File: src/rtl/bpu2_mem_pkg.sv
// Shared memory-side types for the data and (future) instruction arbiters.
package bpu2_mem_pkg;

    // Which requester owns a RAM access (current grant or a read in flight).
    typedef enum logic [1:0] {
        OWN_NONE = 2'd0,
        OWN_CPU  = 2'd1,
        OWN_HOST = 2'd2
    } owner_t;

    // Width needed to count 0..max_val inclusive.
    function automatic int cnt_width(input int max_val);
        return (max_val < 1) ? 1 : $clog2(max_val + 1);
    endfunction

endpackage

File: src/rtl/dmem_arbiter.sv
// Data RAM arbiter: shares one single-port synchronous RAM between the CPU
// data port and a host/debug port. The CPU wins by default; a saturating wait
// counter forces a host slot (stalling the CPU) once the host has waited
// MAX_WAIT cycles. Read data returns one cycle after the access and is steered
// to whichever requester issued it, with the last value held on each side.
module dmem_arbiter
    import bpu2_mem_pkg::*;
#(
    parameter int ADDR_W   = 8,
    parameter int DATA_W   = 8,
    parameter int MAX_WAIT = 4
) (
    input  logic              clk,
    input  logic              sync_rst,

    input  logic              clk_en,
    input  logic              cpu_req,
    input  logic              cpu_we,
    input  logic [ADDR_W-1:0] cpu_addr,
    input  logic [DATA_W-1:0] cpu_wdata,
    output logic [DATA_W-1:0] cpu_rdata,
    output logic              cpu_stall,

    input  logic              host_req,
    input  logic              host_we,
    input  logic [ADDR_W-1:0] host_addr,
    input  logic [DATA_W-1:0] host_wdata,
    output logic              host_ack,
    output logic [DATA_W-1:0] host_rdata,
    output logic              host_rvalid,

    output logic              ram_en,
    output logic              ram_we,
    output logic [ADDR_W-1:0] ram_addr,
    output logic [DATA_W-1:0] ram_wdata,
    input  logic [DATA_W-1:0] ram_rdata
);

    localparam int WAIT_W = cnt_width(MAX_WAIT);
    localparam logic [WAIT_W-1:0] WAIT_MAX = WAIT_W'(MAX_WAIT);

    logic              cpu_act;
    logic              force_host;
    owner_t            grant;
    owner_t            rd_owner_q;
    logic [WAIT_W-1:0] wait_cnt;
    logic [DATA_W-1:0] cpu_rdata_q;
    logic [DATA_W-1:0] host_rdata_q;
    logic              rd_cpu_now;
    logic              rd_host_now;

    // The CPU only counts as requesting while its clock is enabled.
    assign cpu_act    = clk_en & cpu_req;
    assign force_host = host_req & (wait_cnt == WAIT_MAX);

    // Per-cycle grant: starved host first, then CPU, then host; nothing in reset.
    always_comb begin
        grant = OWN_NONE;
        if (sync_rst) begin
            if (force_host) begin
                grant = OWN_HOST;
            end else if (cpu_act) begin
                grant = OWN_CPU;
            end else if (host_req) begin
                grant = OWN_HOST;
            end
        end
    end

    assign cpu_stall = cpu_act & (grant == OWN_HOST);
    assign host_ack  = (grant == OWN_HOST);

    // RAM port follows the granted requester; idle port drives zeros.
    always_comb begin
        ram_en    = 1'b0;
        ram_we    = 1'b0;
        ram_addr  = '0;
        ram_wdata = '0;
        case (grant)
            OWN_CPU: begin
                ram_en    = 1'b1;
                ram_we    = cpu_we;
                ram_addr  = cpu_addr;
                ram_wdata = cpu_wdata;
            end
            OWN_HOST: begin
                ram_en    = 1'b1;
                ram_we    = host_we;
                ram_addr  = host_addr;
                ram_wdata = host_wdata;
            end
            default: begin
            end
        endcase
    end

    // A read registered just before reset asserts must not surface, so the
    // live steering is also qualified by sync_rst.
    assign rd_cpu_now  = sync_rst & (rd_owner_q == OWN_CPU);
    assign rd_host_now = sync_rst & (rd_owner_q == OWN_HOST);

    assign cpu_rdata   = rd_cpu_now  ? ram_rdata : cpu_rdata_q;
    assign host_rdata  = rd_host_now ? ram_rdata : host_rdata_q;
    assign host_rvalid = rd_host_now;

    // Wait counter, read-owner tracking and held read data.
    always_ff @(posedge clk) begin
        if (!sync_rst) begin
            wait_cnt     <= '0;
            rd_owner_q   <= OWN_NONE;
            cpu_rdata_q  <= '0;
            host_rdata_q <= '0;
        end else begin
            if (!host_req || (grant == OWN_HOST)) begin
                wait_cnt <= '0;
            end else if (wait_cnt != WAIT_MAX) begin
                wait_cnt <= wait_cnt + WAIT_W'(1);
            end

            rd_owner_q <= (ram_en && !ram_we) ? grant : OWN_NONE;

            if (rd_owner_q == OWN_CPU) begin
                cpu_rdata_q <= ram_rdata;
            end
            if (rd_owner_q == OWN_HOST) begin
                host_rdata_q <= ram_rdata;
            end
        end
    end

endmodule
File: config.mk
export PLATFORM = sky130hd
export DESIGN_NAME = dmem_arbiter
export DESIGN_NICKNAME = d
export VERILOG_FILES = /design/src/rtl/bpu2_mem_pkg.sv /design/src/rtl/dmem_arbiter.sv
export SDC_FILE = /design/constraint.sdc
export NUM_CORES = 1
export LEC_CHECK = 0
export CAP_MARGIN = 40
export CORE_AREA = 2 2 66 68
export CTS_CLUSTER_SIZE = 40
export DETAILED_ROUTE_END_ITERATION = 6
export DIE_AREA = 0 0 68 70
export GPL_ROUTABILITY_DRIVEN = 0
export PLACE_DENSITY_LB_ADDON = 0.1
export SLEW_MARGIN = 25
export SYNTH_ARGS = -nofsm -noshare
export SYNTH_HDL_FRONTEND = slang
export SYNTH_SLANG_ARGS = --single-unit
File: constraint.sdc
create_clock -name clk -period 5.9 [get_ports clk]
set_input_delay 0.59 -clock clk [delete_from_list [all_inputs] [get_ports clk]]
set_output_delay 0.59 -clock clk [all_outputs]
set_load 0.02 [all_outputs]
After elaboration in Yosys (flattened, before gate mapping)
Cells that the tools add are included.

word-level totals
  register bits after elaboration = 21
  input port bits = 47
  ROM bits = 0
  RAM bits = 0
  latch bits = 0
  memories = 0
  output and inout port bits = 37
  logic and storage cells = 34

cells by class
  shift-type cells = 0
  div/mod/pow operators = 0
  order comparisons = 0
  add/sub/neg operators = 1
  $mul = 0
  reductions and logical operators = 7
  multiplexer cells = 10
  bitwise operators = 6
  equality and inequality tests = 6

operators by type and width
  kind                                            number
  one-hot mux 8 bit (2 select lines)              2
  2-to-1 mux 8 bit                                2
  2-to-1 mux 2 bit                                4
  AND 1 bit                                       5
  == test 2 x 1 -> 1 bit (second input constant)  2
  == test 2 bit (second input constant)           2
  OR reduction 2 bit                              2
  adder 3 x 1 -> 3 bit (second input constant)    1
  == test 3 bit (second input constant)           1
  != test 3 bit (second input constant)           1
  zero test 1 bit                                 2
  one-hot mux 1 bit (2 select lines)              1
  AND reduction 2 bit                             1
  logical AND 1 bit                               1
  logical OR 1 bit                                1
  2-to-1 mux 1 bit                                1
  NOT 1 bit                                       1

Longest topological paths before layout
  depth in word-level cells = 9
  gate-level depth with buffers = 12
  gate-level depth less buffers = 9

Worst setup path before layout
OpenSTA, ideal clock, no wires.

  kind = reg2out
  from = reg wait_cnt[0]
  to = out ram_addr[0]
  stages on the path, launching flop included = 10
  data arrival time = 2.306 ns
  buffers on the path = 2
  data required time = 5.310 ns
  path slack = 3.004 ns
  cell sequence = dfxtp_1 -> inv_1 -> ha_1 -> nand2_1 -> and3_1 -> or2_1 -> ha_1 -> buf_2 -> buf_2 -> o41ai_2

between the ends
  word-level cells in the longest chain between the ends = 6
  elaborated cells between the ends (all ways) = 7
  classes of those cells = eq/ne: 3; mux: 3; bitwise: 1

ends and longest elaborated chain
  element                                                  line                 RTL
  start, declared                                          dmem_arbiter.sv:46   logic [WAIT_W-1:0] wait_cnt;
  start signal, assigned                                   dmem_arbiter.sv:117  wait_cnt <= wait_cnt + WAIT_W'(1);
  == test 3 bit (*)                                        dmem_arbiter.sv:54   assign force_host = host_req & (wait_cnt == WAIT_MAX);
  AND 1 bit (*)                                            dmem_arbiter.sv:54
  2-to-1 mux 2 bit (*)                                     dmem_arbiter.sv:60   if (force_host) begin
  2-to-1 mux 2 bit (*)                                     dmem_arbiter.sv:59   if (sync_rst) begin
  == test 2 bit or == test 2 x 1 -> 1 bit (tied branches)  dmem_arbiter.sv:79   case (grant)
  one-hot mux 8 bit (2 select lines) (*)                   dmem_arbiter.sv:79
  end, declared                                            dmem_arbiter.sv:34   output logic [ADDR_W-1:0] ram_addr,

Mark *: on every way between the ends. The rest lies on a longest branch, timed or not.

Final worst setup path
  from = in sync_rst
  to = out ram_wdata[7]

between the ends
  word-level cells in the longest chain between the ends = 3
  elaborated cells between the ends (all ways) = 4
  classes of those cells = eq/ne: 2; mux: 2

ends and longest elaborated chain
  element                                                  line                RTL
  start, declared                                          dmem_arbiter.sv:14  input logic sync_rst,
  2-to-1 mux 2 bit (*)                                     dmem_arbiter.sv:59
  == test 2 bit or == test 2 x 1 -> 1 bit (tied branches)  dmem_arbiter.sv:79
  one-hot mux 8 bit (2 select lines) (*)                   dmem_arbiter.sv:79
  end, declared                                            dmem_arbiter.sv:35  output logic [DATA_W-1:0] ram_wdata,

Marks and branches as above.

==> flow_metrics.env <==
export IMPL_status="finished, final reports clean"
export IMPL_initial_core_util_pct=38.0
export IMPL_r2r_setup_slack_ns=3.61
export IMPL_crit_type="in -> out"
export IMPL_dpl_cell_count=309
export IMPL_vias_per_cell=4.87
export IMPL_grt_util_met3_pct=4.19
export IMPL_hp_start="host_rdata_q[2]$_SDFFE_PN0N_"
export IMPL_final_cell_mix="clkdlybuf4s50_1, nand2_1, inv_1, dfxtp_1"
export IMPL_post_place_ws_ns=1.21
export IMPL_die_area_um2=4760
export IMPL_clk_pin_slew_ns=0.08
export IMPL_whs_path_depth=2
export IMPL_core_um2=4140
export IMPL_fin_cells=314
export IMPL_final_common_cell="clkdlybuf4s50_1"
export IMPL_min_to="host_rdata_q[2]$_SDFFE_PN0N_"
export IMPL_wl_per_cell_um=12.9
export IMPL_cp_required_ns=5.31
export IMPL_synth_seq_cells=21
export IMPL_antennaDiodeCount=0
export IMPL_hold_viol_final=0
export IMPL_placed_cell_area_um2=2400
export IMPL_clockBufferDepth=2
export IMPL_worst_hold_path_type="reg -> reg"
export IMPL_synth_area_top_cells="dfxtp_1, o41ai_2, nand2_1"
export IMPL_vias=1528
export IMPL_ys_warn_count=0
export IMPL_hold_buffers=0
export IMPL_die_h_um=70
export IMPL_grt_busiest_layer="met2"
export IMPL_critPathMaxFanout=23
export IMPL_peakVddDrop_mv=0.124
export IMPL_cp_arrival_ns=3.81
export IMPL_die_width_um=68
export IMPL_syn_to_final_growth_pct=56.4
export IMPL_use_met2_pct=31.7
export IMPL_p_leak_nw=1.04
export IMPL_grt_pass1_wl_um=6470
export IMPL_antenna_found_initial=0
export IMPL_max_cap_viol_count=0
export IMPL_first_global_vias=1421
export IMPL_htreeDepth=1
export IMPL_syn_avg_cell_area_um2=8.50
export IMPL_reg2reg_to="rd_owner_q[1]$_SDFF_PN0_"
export IMPL_crit_path_start_kind="input pin"
export IMPL_netlist_area_um2=1570
export IMPL_yosysSeqAreaShare_pct=26.7
export IMPL_period_share_pct=74.5
export IMPL_synth_top_area_cell="dfxtp_1"
export IMPL_reg2reg_depth=10
export IMPL_synthArstFlopShare_pct=0
export IMPL_place_hpwl_um=3160
export IMPL_syn_instance_count=185
export IMPL_synth_top_cell_area_share_pct=26.7
export IMPL_drc=0
export IMPL_io_buffers=83
export IMPL_drive_above_1_share_pct=15.3
export IMPL_rsz0062_at_grt="no"
export IMPL_multi_input_area_um2=981
export IMPL_ant_nets=0
export IMPL_tightest_slew_ns=0.757
export IMPL_relSlewSlack_pct=49.4
export IMPL_final_design_area_no_fill_um2=2460
export IMPL_wl_um=4060
export IMPL_grt_use_total_pct=17.2
export IMPL_finalClockSkew_ns=0.00597
export IMPL_grt_max_degree=24
export IMPL_cp_end_kind="output pin"
export IMPL_clock_sinks=21
export IMPL_cts_resized=0
export IMPL_grt_overflow=0
export IMPL_setup_viol=0
export IMPL_grtUsageMet1_pct=20.6
export IMPL_ios=84
export IMPL_synth_distinct_cells=29
export IMPL_setup_slack_ns=1.50
export IMPL_synth_edff_count=0
export IMPL_clk_latency_ns=0.25
export IMPL_synth_fp_nets=236
export IMPL_nets=314
export IMPL_whs_ns=0.456
export IMPL_final_seq_area_um2=420
export IMPL_drt_iter0_drc=35
export IMPL_fin_util_pct=59.4
export IMPL_reg2reg_from="wait_cnt[0]$_SDFFE_PP0P_"
export IMPL_power_density_nw_per_um2=132
export IMPL_clock_fmax_mhz=227
export IMPL_ys_flop_type="dfxtp_1"
export IMPL_fill_cells=392
export IMPL_drtPass1Iterations=4
export IMPL_rows=24
export IMPL_cts_setup_buffers=0
export IMPL_cts_root_buf="clkbuf_8"
export IMPL_total_power_mw=0.325
export IMPL_fin_crit_ns=4.40
export IMPL_cts_buffers=3
export IMPL_cts_tree="done"
export IMPL_slew_violations=0
export IMPL_fin_setup_tns_ns=0
-- report_power, final --
group	switching, mW	total, mW	leakage (nW)	internal (mW)
clock	0.0437	0.0906	0.0255	0.0469
combinational	0.0406	0.0903	0.842	0.0498
sequential	0.00111	0.144	0.170	0.143
total	0.0854	0.325	1.04	0.240
-- sequential cells by signal (all words and copies together) (netlist names) --
name / cells
cpu_rdata_q: 8
host_rdata_q: 8
rd_owner_q: 2
wait_cnt: 3
-- area by class of cell --
| cell class | count | share of cell area [%] |
|---|---|---|
| Tap cell | 52 | 2.64 |
| Clock buffer | 3 | 1.68 |
| Sequential cell | 21 | 17.1 |
| Timing Repair Buffer | 87 | 35.3 |
| Multi-Input combinational cell | 129 | 39.9 |
| Clock inverter | 1 | 0.203 |
| Inverter | 21 | 3.20 |
-- layer usage --
| metal | vias up | wire, um |
|---|---|---|
| met1 | 710 | 1700 |
| met5 | - | 0 |
| met4 | 0 | 6 |
| li1 | 783 | - |
| met3 | 2 | 146 |
| met2 | 33 | 2210 |
-- critical path: stages --
cell             delay [ns]
clkdlybuf4s50_1        0.45
buf_4                  0.25
nand2_4                0.24
or2_1                  0.30
ha_1                   0.46
nor2b_1                0.45
buf_4                  0.26
nand2_1                0.08
o41ai_2                0.06
clkdlybuf4s50_1        0.66
-- synthesized netlist by cell type (2+ instances only) --
library cell  number
nand2_1           50
dfxtp_1           21
inv_1             21
a21boi_1          16
o41ai_2           16
mux2_2            12
buf_4              5
buf_2              4
ha_1               4
mux2_1             4
nand2_4            3
nor2_1             3
nor2b_1            3
nor3_1             3
and3_1             2
buf_6              2
nand2b_1           2
nand3_1            2
nand4_1            2
-- worst max path at each step --
stage	startpoint	to	slack, ns
after floorplan	wait_cnt[0]$_SDFFE_PP0P_	ram_addr[0]	3.00
after global placement	sync_rst	ram_addr[4]	0.95
after detailed placement	sync_rst	ram_wdata[7]	1.21
after CTS	sync_rst	ram_wdata[7]	1.20
after global routing	sync_rst	ram_wdata[3]	1.28
final	sync_rst	ram_wdata[7]	1.50
-- cells by family after synthesis --
group,Yosys count,share of synthesized area [%]
simple gates,73,21.6
buf+inv,35,10.9
compound gates,34,24.9
flops,21,26.7
mux,17,12.1
fa+ha+maj,4,3.18
xor+xnor,1,0.557
Power figures use the tool's default switching activity.
